<file path="src/rtl/add_seq_ctl.sv">
// rtl/add_seq_ctl.sv - ADD slice adder arbiter and control sequencer for PC, VA, VA-save and MA
module add_seq_ctl (
    input  logic       b_clk_l,
    input  logic       reset_h,
    input  logic       br_req_h,
    input  logic       va_req_h,
    input  logic       va_base_h,
    input  logic       va_ma_h,
    input  logic       ib_req_h,
    input  logic [1:0] ib_len_h,
    output logic [2:0] asrc_sel_h,
    output logic [1:0] bsrc_sel_h,
    output logic [1:0] ma_select_h,
    output logic       ena_va_save_l,
    output logic       ena_va_l,
    output logic       ena_pc_l,
    output logic       ena_pc_backup_l,
    output logic       latch_ma_l,
    output logic       aci_l,
    output logic       comp_h,
    output logic       br_done_h,
    output logic       va_done_h,
    output logic       ib_done_h,
    output logic       busy_h
);

    typedef enum logic [1:0] {
        IDLE      = 2'd0,
        PC_ADD    = 2'd1,
        PC_COMMIT = 2'd2
    } state_t;

    state_t state, state_nxt;
    logic   is_br, is_br_nxt;

    logic in_commit;
    logic commit_ok;
    logic pend_br;
    logic pend_ib;
    logic va_grant;

    assign in_commit = (state == PC_COMMIT);

    // Commit only while the requester still holds its request, so a dropped
    // request never sees PC change or a done pulse.
    assign commit_ok = in_commit && (is_br ? br_req_h : ib_req_h);

    // The request being completed this cycle is still high; it must not re-launch.
    assign pend_br = br_req_h && !(in_commit && is_br);
    assign pend_ib = ib_req_h && !(in_commit && !is_br);

    // PC_COMMIT does not use the adder, but it owns MA.
    assign va_grant = va_req_h &&
                      ((state == IDLE) || (in_commit && !va_ma_h));

    always_ff @(posedge b_clk_l) begin
        if (reset_h) begin
            state <= IDLE;
            is_br <= 1'b0;
        end else begin
            state <= state_nxt;
            is_br <= is_br_nxt;
        end
    end

    always_comb begin
        state_nxt = state;
        is_br_nxt = is_br;
        case (state)
            IDLE: begin
                if (!va_grant) begin
                    if (pend_br) begin
                        state_nxt = PC_ADD;
                        is_br_nxt = 1'b1;
                    end else if (pend_ib) begin
                        state_nxt = PC_ADD;
                        is_br_nxt = 1'b0;
                    end
                end
            end
            PC_ADD: state_nxt = PC_COMMIT;
            PC_COMMIT: begin
                if (pend_br) begin
                    state_nxt = PC_ADD;
                    is_br_nxt = 1'b1;
                end else if (pend_ib) begin
                    state_nxt = PC_ADD;
                    is_br_nxt = 1'b0;
                end else begin
                    state_nxt = IDLE;
                end
            end
            default: state_nxt = IDLE;
        endcase
    end

    always_comb begin
        asrc_sel_h      = 3'b000;
        bsrc_sel_h      = 2'b00;
        ma_select_h     = 2'b00;
        ena_va_save_l   = 1'b1;
        ena_va_l        = 1'b1;
        ena_pc_l        = 1'b1;
        ena_pc_backup_l = 1'b1;
        latch_ma_l      = 1'b1;
        br_done_h       = 1'b0;
        va_done_h       = 1'b0;
        ib_done_h       = 1'b0;

        if (state == PC_ADD) begin
            asrc_sel_h    = is_br ? 3'b100 : {1'b0, ib_len_h};
            bsrc_sel_h    = 2'b01;
            ena_va_save_l = 1'b0;
        end

        if (commit_ok) begin
            ena_pc_l        = 1'b0;
            ena_pc_backup_l = is_br;
            latch_ma_l      = 1'b0;
            ma_select_h     = 2'b10;
            br_done_h       = is_br;
            ib_done_h       = !is_br;
        end

        if (va_grant) begin
            asrc_sel_h = 3'b100;
            bsrc_sel_h = va_base_h ? 2'b11 : 2'b00;
            ena_va_l   = 1'b0;
            va_done_h  = 1'b1;
            if (va_ma_h) begin
                latch_ma_l  = 1'b0;
                ma_select_h = 2'b11;
            end
        end
    end

    assign aci_l  = 1'b1;
    assign comp_h = 1'b0;
    assign busy_h = (state != IDLE);

endmodule
</file>
<file path="config.mk">
export PLATFORM = sky130hd
export DESIGN_NAME = add_seq_ctl
export DESIGN_NICKNAME = d
export VERILOG_FILES = /design/src/rtl/add_seq_ctl.sv
export SDC_FILE = /design/constraint.sdc
export NUM_CORES = 1
export LEC_CHECK = 0
export BUFFER_PORTS_ARGS = -buffer_cell sky130_fd_sc_hd__buf_2
export CORE_AREA = 3 3 40 42
export CTS_CLUSTER_SIZE = 28
export DETAILED_ROUTE_END_ITERATION = 10
export DIE_AREA = 0 0 43 45
export GPL_ROUTABILITY_DRIVEN = 0
export SYNTH_ARGS = -nofsm -noshare
export SYNTH_HDL_FRONTEND = slang
export SYNTH_SLANG_ARGS = --single-unit
</file>
<file path="constraint.sdc">
create_clock -name b_clk_l -period 1.7 [get_ports b_clk_l]
set_input_delay 0.085 -clock b_clk_l [delete_from_list [all_inputs] [get_ports b_clk_l]]
set_output_delay 0.085 -clock b_clk_l [all_outputs]
set_load 0.05 [all_outputs]
</file>
# --- Word level (Yosys, flattened, before mapping) ---
# Index checks and enable logic that the tools add are counted.
totals:
  elab_cells: 52
  out_inout_bits: 18
  input_bits: 9
  memories: 0
  latchBits: 0
  regBits: 3
  mem_bits_rw: 0
  rom_bits: 0
op_classes:
  n_bitwise: 0
  n_mul: 0
  n_reduce_logical: 17
  eq_ne: 4
  div: 0
  order_cmp: 0
  add_sub_neg: 0
  shift: 0
  muxes: 29
ops:
  columns: ["operator", "n"]
  rows:
  - ["2-to-1 mux 1 bit", 16]
  - ["2-to-1 mux 2 bit", 8]
  - ["2-to-1 mux 3 bit", 3]
  - ["logical AND 1 bit", 7]
  - ["case mux 2 bit (3 select lines)", 1]
  - ["zero test 1 bit", 4]
  - ["AND reduction 2 bit", 2]
  - ["nonzero test 2 bit", 2]
  - ["inequality test 3 bit (second input constant)", 1]
  - ["== test 2 x 1 -> 1 bit (second input constant)", 1]
  - ["== test 2 bit (second input constant)", 1]
  - ["zero test 2 bit", 1]
  - ["inequality test 2 bit (second input constant)", 1]
  - ["case mux 1 bit (2 select lines)", 1]
  - ["logical OR 1 bit", 1]

# --- Logic depth before layout (Yosys ltp) ---
# Gate-level depths: netlist of the first run.
logic_depth:
  ltp_word: 8
  mapped_depth: 5
  ltp_nobuf: 4

# --- Worst setup path after synthesis of the first run ---
# OpenSTA, ideal clock, no wires.
synth_path:
  path_kind: "register to output"
  from: "reg state[1]"
  to: "out ib_done_h"
  stages_incl_launch_ff: 5
  setup_slack_ns: 0.074
  required_ns: 1.615
  n_path_buf: 1
  arrival_time_ns: 1.541
  path_cell_list: "dfxtp_1 > buf_4 > nor2b_1 > nand3b_1 > inv_1"
synth_between:
  elab_chain_cells: 3
synth_lines:
  columns: ["item", "line_no", "source"]
  rows:
  - ["start: declaration", "33", "state_t state, state_nxt;"]
  - ["start signal: assignment", "61", "state <= state_nxt;"]
  - ["== test 2 bit", "42", "assign in_commit = (state == PC_COMMIT);"]
  - ["logical AND 1 bit", "46", "assign commit_ok = in_commit && (is_br ? br_req_h : ib_req_h);"]
  - ["2-to-1 mux 1 bit", "116", "if (commit_ok) begin"]
  - ["end: declaration", "23", "output logic ib_done_h,"]
# No other way between the ends.

# --- Worst setup path in the final report of the first run ---
layout_path:
  from: "reg state[0]"
  to: "out asrc_sel_h[1]"
layout_between:
  elab_chain_cells: 5
  word_cells_on_any_way: 8
  cone_classes: "2 x eq/ne; 2 x mux; 4 x reduce/logical"
layout_lines:
  columns: ["item", "line_no", "source"]
  rows:
  - ["== test 2 bit", "42", null]
  - ["logical AND 1 bit", "54", "((state == IDLE) || (in_commit && !va_ma_h));"]
  - ["logical OR 1 bit", "54", null]
  - ["logical AND 1 bit", "53", "assign va_grant = va_req_h &&"]
  - ["2-to-1 mux 3 bit *", "125", "if (va_grant) begin"]
  - ["end: declaration", "11", "output logic [2:0] asrc_sel_h,"]
# Every way passes the cells marked *; elsewhere a longest branch is shown, timed or not.

==> metrics.csv, run 1 <==
metric,value,unit
status,completed,
crit_path_max_fanout,6,
finalSetupTns,0,ns
drt-total-wl,843,um
powerDensity,851.5,nW/um^2
antenna_cells,0,
coreArea,1285,um^2
start_util,0.2619,
crit-reg2reg-launch,state[1]$_SDFFE_PP0P_,
ant_nets,0,
crit_chain,inv_2 > nor2_2 > inv_2 > nor3b_2 > buf_2,
syn_to_final_growth,37.92,%
max_freq,0.6707,GHz
rows,13,
crit_family,buffers and inverters,
crit_path_top_delay_cell,dfxtp_1,
worst_hold_slack,0.05237,ns
cts-root-buf,clkbuf_4,
fin_crit,1.491,ns
drv_slew,0,
cts_buffer_depth,2,
dieArea,1935,um^2
die_w,43,um
numPortBuffers,24,
ir_drop,207.5,uV
yosys.area.top_type_share,0.1784,
crit_path_frequent_cell,inv_2,
num_vias,369,
dp_hpwl,676.3,um
r2r-end,is_br$_SDFFE_PP0P_,
critPathBufInv,3,
p_leak,0.0002598,uW
n_fill_cell,158,
grt_usage,0.08985,
overflow,0,
hold_path.class,primary input to flop,
synth_fp_nets,53,
drtIter0Drc,4,
antenna_found_initial,0,
layout-drive-gt1-share,0.5441,
crit_required,1.62,ns
setup_viol,0,
cts_tree,yes,
finClkSkew,0.0001780,ns
r2r_cells,3,
syn_avg_cell_area,7.649,um^2
end_kind,primary output,
yosysUniqueCellTypes,26,
die_y,45,um
synth_area,336.6,um^2
rsz0062_at_grt,false,
hold_viol,0,
htreeDepth,1,
post_cts_buffers,0,
hp-start,reset_h,
max_stage_delay,0.42,ns
routedWlPerCell,10.16,um
synth-seq-cells,3,
via_per_inst,4.446,
cts_hold_buffers,0,
r2r_slack,0.75,ns
synthTopCellsByArea,"dfxtp_1 18%, nor3b_2 7.4%, a21o_1 6.7%",
min_path_cells,2,
worstPathArrival,1.41,ns
fin_crit_sh,0.8771,
min_to,state[1]$_SDFFE_PP0P_,
synth_top_cell_by_area,dfxtp_1,
seq_area_frac_synth,0.1784,
drc,0,
maxCapViolations,0,
grt_pass1_wl,1304,um
first_pass_iters,2,
criticalPathCategory,flop to primary output,
clkTransAtPathRegs,0.04,ns
cts_buffers,3,
grt_max_degree,10,
io_pins,27,
cts_resized,0,
grt_pass1_vias,341,
yosysWarnings,0,
worstSetupStartpointType,flop,
nNetsFinal,78,
clock-sinks,3,
worstSkewPairLatency,0.23,ns
synth_cells,44,
[power breakdown]
part	internal [uW]	switching [uW]
Clock	88.2	40.6
Combinational	50.8	133
Sequential	75.6	6.70
[metal layers]
layer  wire, um  part of all wire  up-vias  GRT usage
li1           -                 -      189          -
met4          0                 0        0    0.07229
met5          0                 0        -          0
met3        121              0.14        0    0.02390
met2        360              0.43       21     0.1437
met1        361              0.43      159     0.1010
[worst reg2reg max path, stage by stage (launching register included)]
cell and delay (ns):
dfxtp_1 0.47, nand2b_1 0.18, a32oi_1 0.10, a31oi_1 0.13
[registers in the layout, summed over array words and instances, names as in the netlist]
| register | count |
|---|---|
| is_br | 1 |
| state | 2 |
[worst max path at each step]
stage	from	end	slack, ns	depth (start not counted)
6_report	state[0]$_SDFFE_PP0P_	asrc_sel_h[1]	0.21	5
5_1_grt	state[0]$_SDFFE_PP0P_	asrc_sel_h[1]	0.06	5
4_1_cts	state[0]$_SDFFE_PP0P_	asrc_sel_h[1]	0.19	5
3_5_place_dp	state[0]$_SDFFE_PP0P_	asrc_sel_h[1]	0.45	5
3_3_place_gp	state[0]$_SDFFE_PP0P_	asrc_sel_h[0]	0.44	5
2_1_floorplan	state[1]$_SDFFE_PP0P_	ib_done_h	0.07	4
[metrics by stage]
stage	std cells	total power (uW)	setup WS (ns)	instance area, um^2	util
final	83	395.2	0.2089	464.2	0.3612
after global routing	83	417.3	0.05940	464.2	0.3612
after CTS	83	401.3	0.1946	464.2	0.3612
after detailed placement	79	268.2	0.4520	437.9	0.3408
after global placement	79	267.4	0.4412	437.9	0.3408
after floorplan	44	237.1	0.07403	336.6	-
[cells by family (layout without fill, tap and decap cells)]
| logic type | count (synthesis) | count (layout) | share of synthesized area |
|---|---|---|---|
| AOI/OAI and AO/OA | 9 | 9 | 0.1784 |
| buffers and inverters | 10 | 34 | 0.1896 |
| DFF | 3 | 3 | 0.1784 |
| muxes | 2 | 2 | 0.07434 |
| other | 2 | 2 | 0.02231 |
| and+or+nand+nor | 18 | 18 | 0.3569 |
[final cells by class]
cell class,count,area (um^2),share of cell area
clock buffer,4,26.28,0.05660
inverter,5,18.77,0.04043
multi-input combinational,31,212.7,0.4582
sequential,3,60.06,0.1294
tap,15,18.77,0.04043
timing repair buffer,25,127.6,0.2749
[placed cells by master (no fill, tap or decap), drive strengths merged]
cell type	n
nand2	4
mux2i	1
and2	2
nor2b	1
o211ai	1
nor3b	2
or2	1
clkbuf	4
o21ai	1
nand2b	1
mux2	1
a21o	3
a31oi	1
conb	2
buf	25
nor2	3
a32oi	1
dfxtp	3
a21oi	2
and3	2
inv	5
nand3b	2
[cells in the mapped netlist, drive strengths merged]
| cell | instances |
|---|---|
| a21o | 3 |
| a21oi | 2 |
| a31oi | 1 |
| a32oi | 1 |
| and2 | 2 |
| and3 | 2 |
| buf | 5 |
| conb | 2 |
| dfxtp | 3 |
| inv | 5 |
| mux2 | 1 |
| mux2i | 1 |
| nand2 | 4 |
| nand2b | 1 |
| nand3b | 2 |
| nor2 | 3 |
| nor2b | 1 |
| nor3b | 2 |
| o211ai | 1 |
| o21ai | 1 |
| or2 | 1 |
No activity file was read; power rests on OpenSTA's default activity.
==> inputs of run 2 (changes only) <==
==> constraint.sdc (replaced) <==
create_clock -name b_clk_l -period 1.7 [get_ports b_clk_l]
set_input_delay 0.085 -clock b_clk_l [delete_from_list [all_inputs] [get_ports b_clk_l]]
set_output_delay 0.085 -clock b_clk_l [all_outputs]
set_load 0.02 [all_outputs]
==> run 2 against run 1 <==
Maximum frequency down 3.0%. Total power is 17% lower. Routed wire length decreased by 2.3%. Flip-flop and latch count is the same. Critical path type unchanged. Critical endpoint is now latch_ma_l. Largest power group is now the clock network.
==> metrics.csv, run 2 (synthesized netlist as in run 1, its figures left out) <==
metric,value,unit
status,completed,
num_vias,366,
crit_required,1.62,ns
antenna_cells,0,
mostFrequentLayoutCell,buf_2,
grt_usage,0.09227,
largest_register,state,
antenna_found_initial,0,
crit_chain,mux2_4 > nand2_1 > a21o_1 > buf_2,
cts_tree,yes,
grt_pass1_wl,1373,um
syn_to_final_growth,35.69,%
max_stage_delay,0.53,ns
die_y,45,um
worstPathArrival,1.45,ns
place_area,430.4,um^2
dieArea,1935,um^2
hold_viol,0,
ant_nets,0,
fin_crit_sh,0.9042,
clock-sinks,3,
drtIter0Drc,5,
post_cts_buffers,0,
numPortBuffers,24,
drc,0,
cts-root-buf,clkbuf_4,
drt-total-wl,824,um
routedWlPerCell,10.05,um
coreArea,1285,um^2
htreeDepth,1,
via_per_inst,4.463,
cts_buffers,3,
layout.cell_area.non_filler,456.7,um^2
powerDensity,719.1,nW/um^2
die_w,43,um
largest_reg_flops,2,
grt_max_degree,10,
reg_top3,"state (2), is_br (1)",
setup_viol,0,
finalSetupTns,0,ns
crit_path_max_fanout,9,
n_fill_cell,143,
worstSkewPairLatency,0.23,ns
layout-drive-gt1-share,0.5373,
first_pass_iters,4,
maxCapViolations,0,
dp_hpwl,657.9,um
end_kind,primary output,
max_freq,0.6506,GHz
grt_pass1_vias,367,
nNetsFinal,77,
drv_slew,0,
cts_hold_buffers,0,
overflow,0,
cts_buffer_depth,2,
io_pins,27,
criticalPathCategory,flop to primary output,
crit_path_top_delay_cell,dfxtp_1,
cts_resized,0,
fin_crit,1.537,ns
rsz0062_at_grt,false,
ir_drop,215.8,uV
p_sw_frac,0.3552,
start_util,0.2619,
p_leak,0.0002546,uW
crit_family,flip-flops,
seqPwrFrac,0.266,
p_int,211.8,uW
rows,13,
hold_path.class,primary input to flop,
clkTransAtPathRegs,0.04,ns
finClkSkew,0.0009204,ns
critPathBufInv,1,
clkPwrFrac,0.380,
p_switching,116.6,uW
combPwrFrac,0.354,
worstSetupStartpointType,flop,
[run 2: cell count changes in the layout (fill, tap and decap cells not counted)]
cell / change
buf_4: -1
[run 2: path summary, 6_finish.rpt]
| check | slack, ns | cells past startpoint | to | startpoint |
|---|---|---|---|---|
| hold / removal | 0.04 | 2 | state[1]$_SDFFE_PP0P_ | reset_h |
| hold reg to reg | 0.58 | 1 | state[0]$_SDFFE_PP0P_ | state[1]$_SDFFE_PP0P_ |
| setup reg to reg | 0.70 | 3 | is_br$_SDFFE_PP0P_ | state[1]$_SDFFE_PP0P_ |
| setup / recovery | 0.16 | 4 | latch_ma_l | is_br$_SDFFE_PP0P_ |
[run 2: worst reg2reg max path, cell delays in order, from the launching register on]
cell and delay [ns]:
dfxtp_1 0.49, nand2b_1 0.18, a32oi_1 0.10, a31oi_1 0.16
[run 2: power groups by stage]
stage / combinational (uW) / sequential (uW) / clock (uW)
after global routing: 127 / 89.0 / 133
final: 116 / 87.3 / 125
after detailed placement: 117 / 88.3 / 0
after CTS: 117 / 87.2 / 131
after global placement: 116 / 87.8 / 0
after floorplan: 97.5 / 79.6 / 0
[run 2: layout make-up]
class                      count  area (um^2)  area share
tap                           15        18.77     0.04110
inverter                       5        18.77     0.04110
sequential                     3        60.06      0.1315
clock buffer                   4        26.28     0.05753
timing repair buffer          24        120.1      0.2630
multi-input combinational     31        212.7      0.4658
[run 2: through the flow]
step | hold WS [ns] | instances | util | power (uW) | worst slack (ns)
2_1_floorplan | 0.1574 | 44 | - | 177.2 | 0.5647
3_5_place_dp | 0.2816 | 78 | 0.3350 | 205.5 | 0.3992
6_report | 0.04236 | 82 | 0.3554 | 328.4 | 0.1629
4_1_cts | 0.03629 | 82 | 0.3554 | 336.0 | 0.1473
5_1_grt | 0.04680 | 82 | 0.3554 | 348.8 | 0.06663
3_3_place_gp | 0.2797 | 78 | 0.3350 | 203.8 | 0.4330
[run 2: layer usage]
metal / GRT usage / wire length, um / vias to the layer above
met5: 0 / 0 / -
met4: 0.07229 / 0 / 0
met3: 0.003984 / 96 / 0
met2: 0.1557 / 360 / 23
met1: 0.1103 / 367 / 158
li1: - / - / 185
==> inputs of run 3 (changes only) <==
==> constraint.sdc (replaced) <==
create_clock -name b_clk_l -period 1.7 [get_ports b_clk_l]
set_input_delay 0.085 -clock b_clk_l [delete_from_list [all_inputs] [get_ports b_clk_l]]
set_output_delay 0.085 -clock b_clk_l [all_outputs]
set_load 0.005 [all_outputs]
==> run 3 against run 2 <==
Critical path depth is 1 higher. Core utilization up 0.58 points. Register-to-register slack improved by 0.04 ns. Die area unchanged. Worst hold slack lost 0.0025 ns. Via count grew 4.4%. Maximum frequency rose by 14%. Clock skew increased by 0.0042 ns. Global-route usage is 0.16 points lower. Critical path type unchanged. Largest power group unchanged.
==> metrics.csv, run 3 (synthesized netlist as in run 1, its figures left out) <==
metric,value,unit
status,completed,
antenna_cells,0,
largest_reg_flops,2,
final.setup.worst_slack,0.3489,ns
largest_register,state,
layout-drive-gt1-share,0.5441,
rows,13,
cts_hold_buffers,0,
grt_max_degree,10,
start_util,0.2619,
hp-start,reset_h,
min_to,state[1]$_SDFFE_PP0P_,
n_fill_cell,158,
crit_family,flip-flops,
reg_top3,"state (2), is_br (1)",
clock-sinks,3,
coreArea,1285,um^2
max_freq,0.7401,GHz
die_y,45,um
maxCapViolations,0,
crit_path_frequent_cell,inv_2,
antenna_found_initial,0,
overflow,0,
drv_slew,0,
mostFrequentLayoutCell,buf_2,
fin_crit_sh,0.7948,
end_kind,primary output,
finalSetupTns,0,ns
cts_buffer_depth,2,
finClkSkew,0.005115,ns
max_stage_delay,0.43,ns
grt_pass1_wl,1269,um
htreeDepth,1,
numPortBuffers,24,
num_vias,382,
pre_cts_slack,0.5978,ns
critPathBufInv,3,
syn_to_final_growth,37.92,%
first_pass_iters,2,
drc,0,
io_pins,27,
utilization,0.3612,
grt_usage,0.09068,
fin_crit,1.351,ns
worstPathArrival,1.27,ns
cts-root-buf,clkbuf_4,
ir_drop,198.9,uV
setup_viol,0,
hold_path.class,primary input to flop,
cts_resized,0,
instances_no_fill,83,
crit_path_top_delay_cell,dfxtp_1,
drt-total-wl,842,um
crit_path_max_fanout,6,
cts_tree,yes,
rsz0062_at_grt,false,
crit_path_start,state[0]$_SDFFE_PP0P_,
crit_chain,inv_2 > nor2_2 > inv_2 > nor3b_2 > buf_2,
ant_nets,0,
worst_hold_slack,0.03991,ns
via_per_inst,4.602,
criticalPathCategory,flop to primary output,
post_cts_buffers,0,
dp_cells,79,
worstSetupStartpointType,flop,
r2r_slack,0.74,ns
hold_viol,0,
r2r-end,is_br$_SDFFE_PP0P_,
die_w,43,um
routedWlPerCell,10.14,um
crit_required,1.62,ns
crit-reg2reg-launch,state[1]$_SDFFE_PP0P_,
dieArea,1935,um^2
min_path_cells,2,
dp_hpwl,690.7,um
p_leak,0.0002598,uW
worstSkewPairLatency,0.24,ns
grt_pass1_vias,341,
powerDensity,653.9,nW/um^2
cts_buffers,3,
r2r_cells,3,
nNetsFinal,78,
clkTransAtPathRegs,0.04,ns
drtIter0Drc,5,
[run 3: cell types whose count changed in the layout (fill, tap and decap cells not counted)]
cell / change
buf_4: +1
[run 3: report_power, final]
part	internal, uW	switching [uW]
logic	50.0	44.0
registers	75.6	6.52
clock network	88.1	39.2
total	214	89.8
[run 3: per-stage QoR]
| stage | total power (uW) | area [um^2] |
|---|---|---|
| 6_report | 303.5 | 464.2 |
| 5_1_grt | 321.9 | 464.2 |
| 4_1_cts | 310.0 | 464.2 |
| 3_5_place_dp | 178.0 | 437.9 |
| 3_3_place_gp | 177.5 | 437.9 |
| 2_1_floorplan | 146.6 | 336.6 |
[run 3: worst register-to-register path, delay by kind of cell (launching register included)]
kind	cells	cell delay, ns
DFF	1	0.46
AOI/OAI and AO/OA	2	0.26
and+or+nand+nor	1	0.17
[run 3: layout make-up]
type | count | area, um^2 | area share
clock buffers | 4 | 26.28 | 0.05660
flip-flops and latches | 3 | 60.06 | 0.1294
multi-input cells | 31 | 212.7 | 0.4582
well taps | 15 | 18.77 | 0.04043
repair buffers | 25 | 127.6 | 0.2749
inverters | 5 | 18.77 | 0.04043
[run 3: layer usage]
metal	wire length, um	track usage
met4	17	0.09036
met3	135	0.03586
met5	0	0
met1	345	0.08894
met2	343	0.1437
[run 3: worst max path at each step]
stage,endpoint,cells after the start
2_1_floorplan,latch_ma_l,4
3_3_place_gp,asrc_sel_h[0],5
3_5_place_dp,asrc_sel_h[1],5
4_1_cts,asrc_sel_h[1],5
5_1_grt,asrc_sel_h[1],5
6_report,asrc_sel_h[1],5
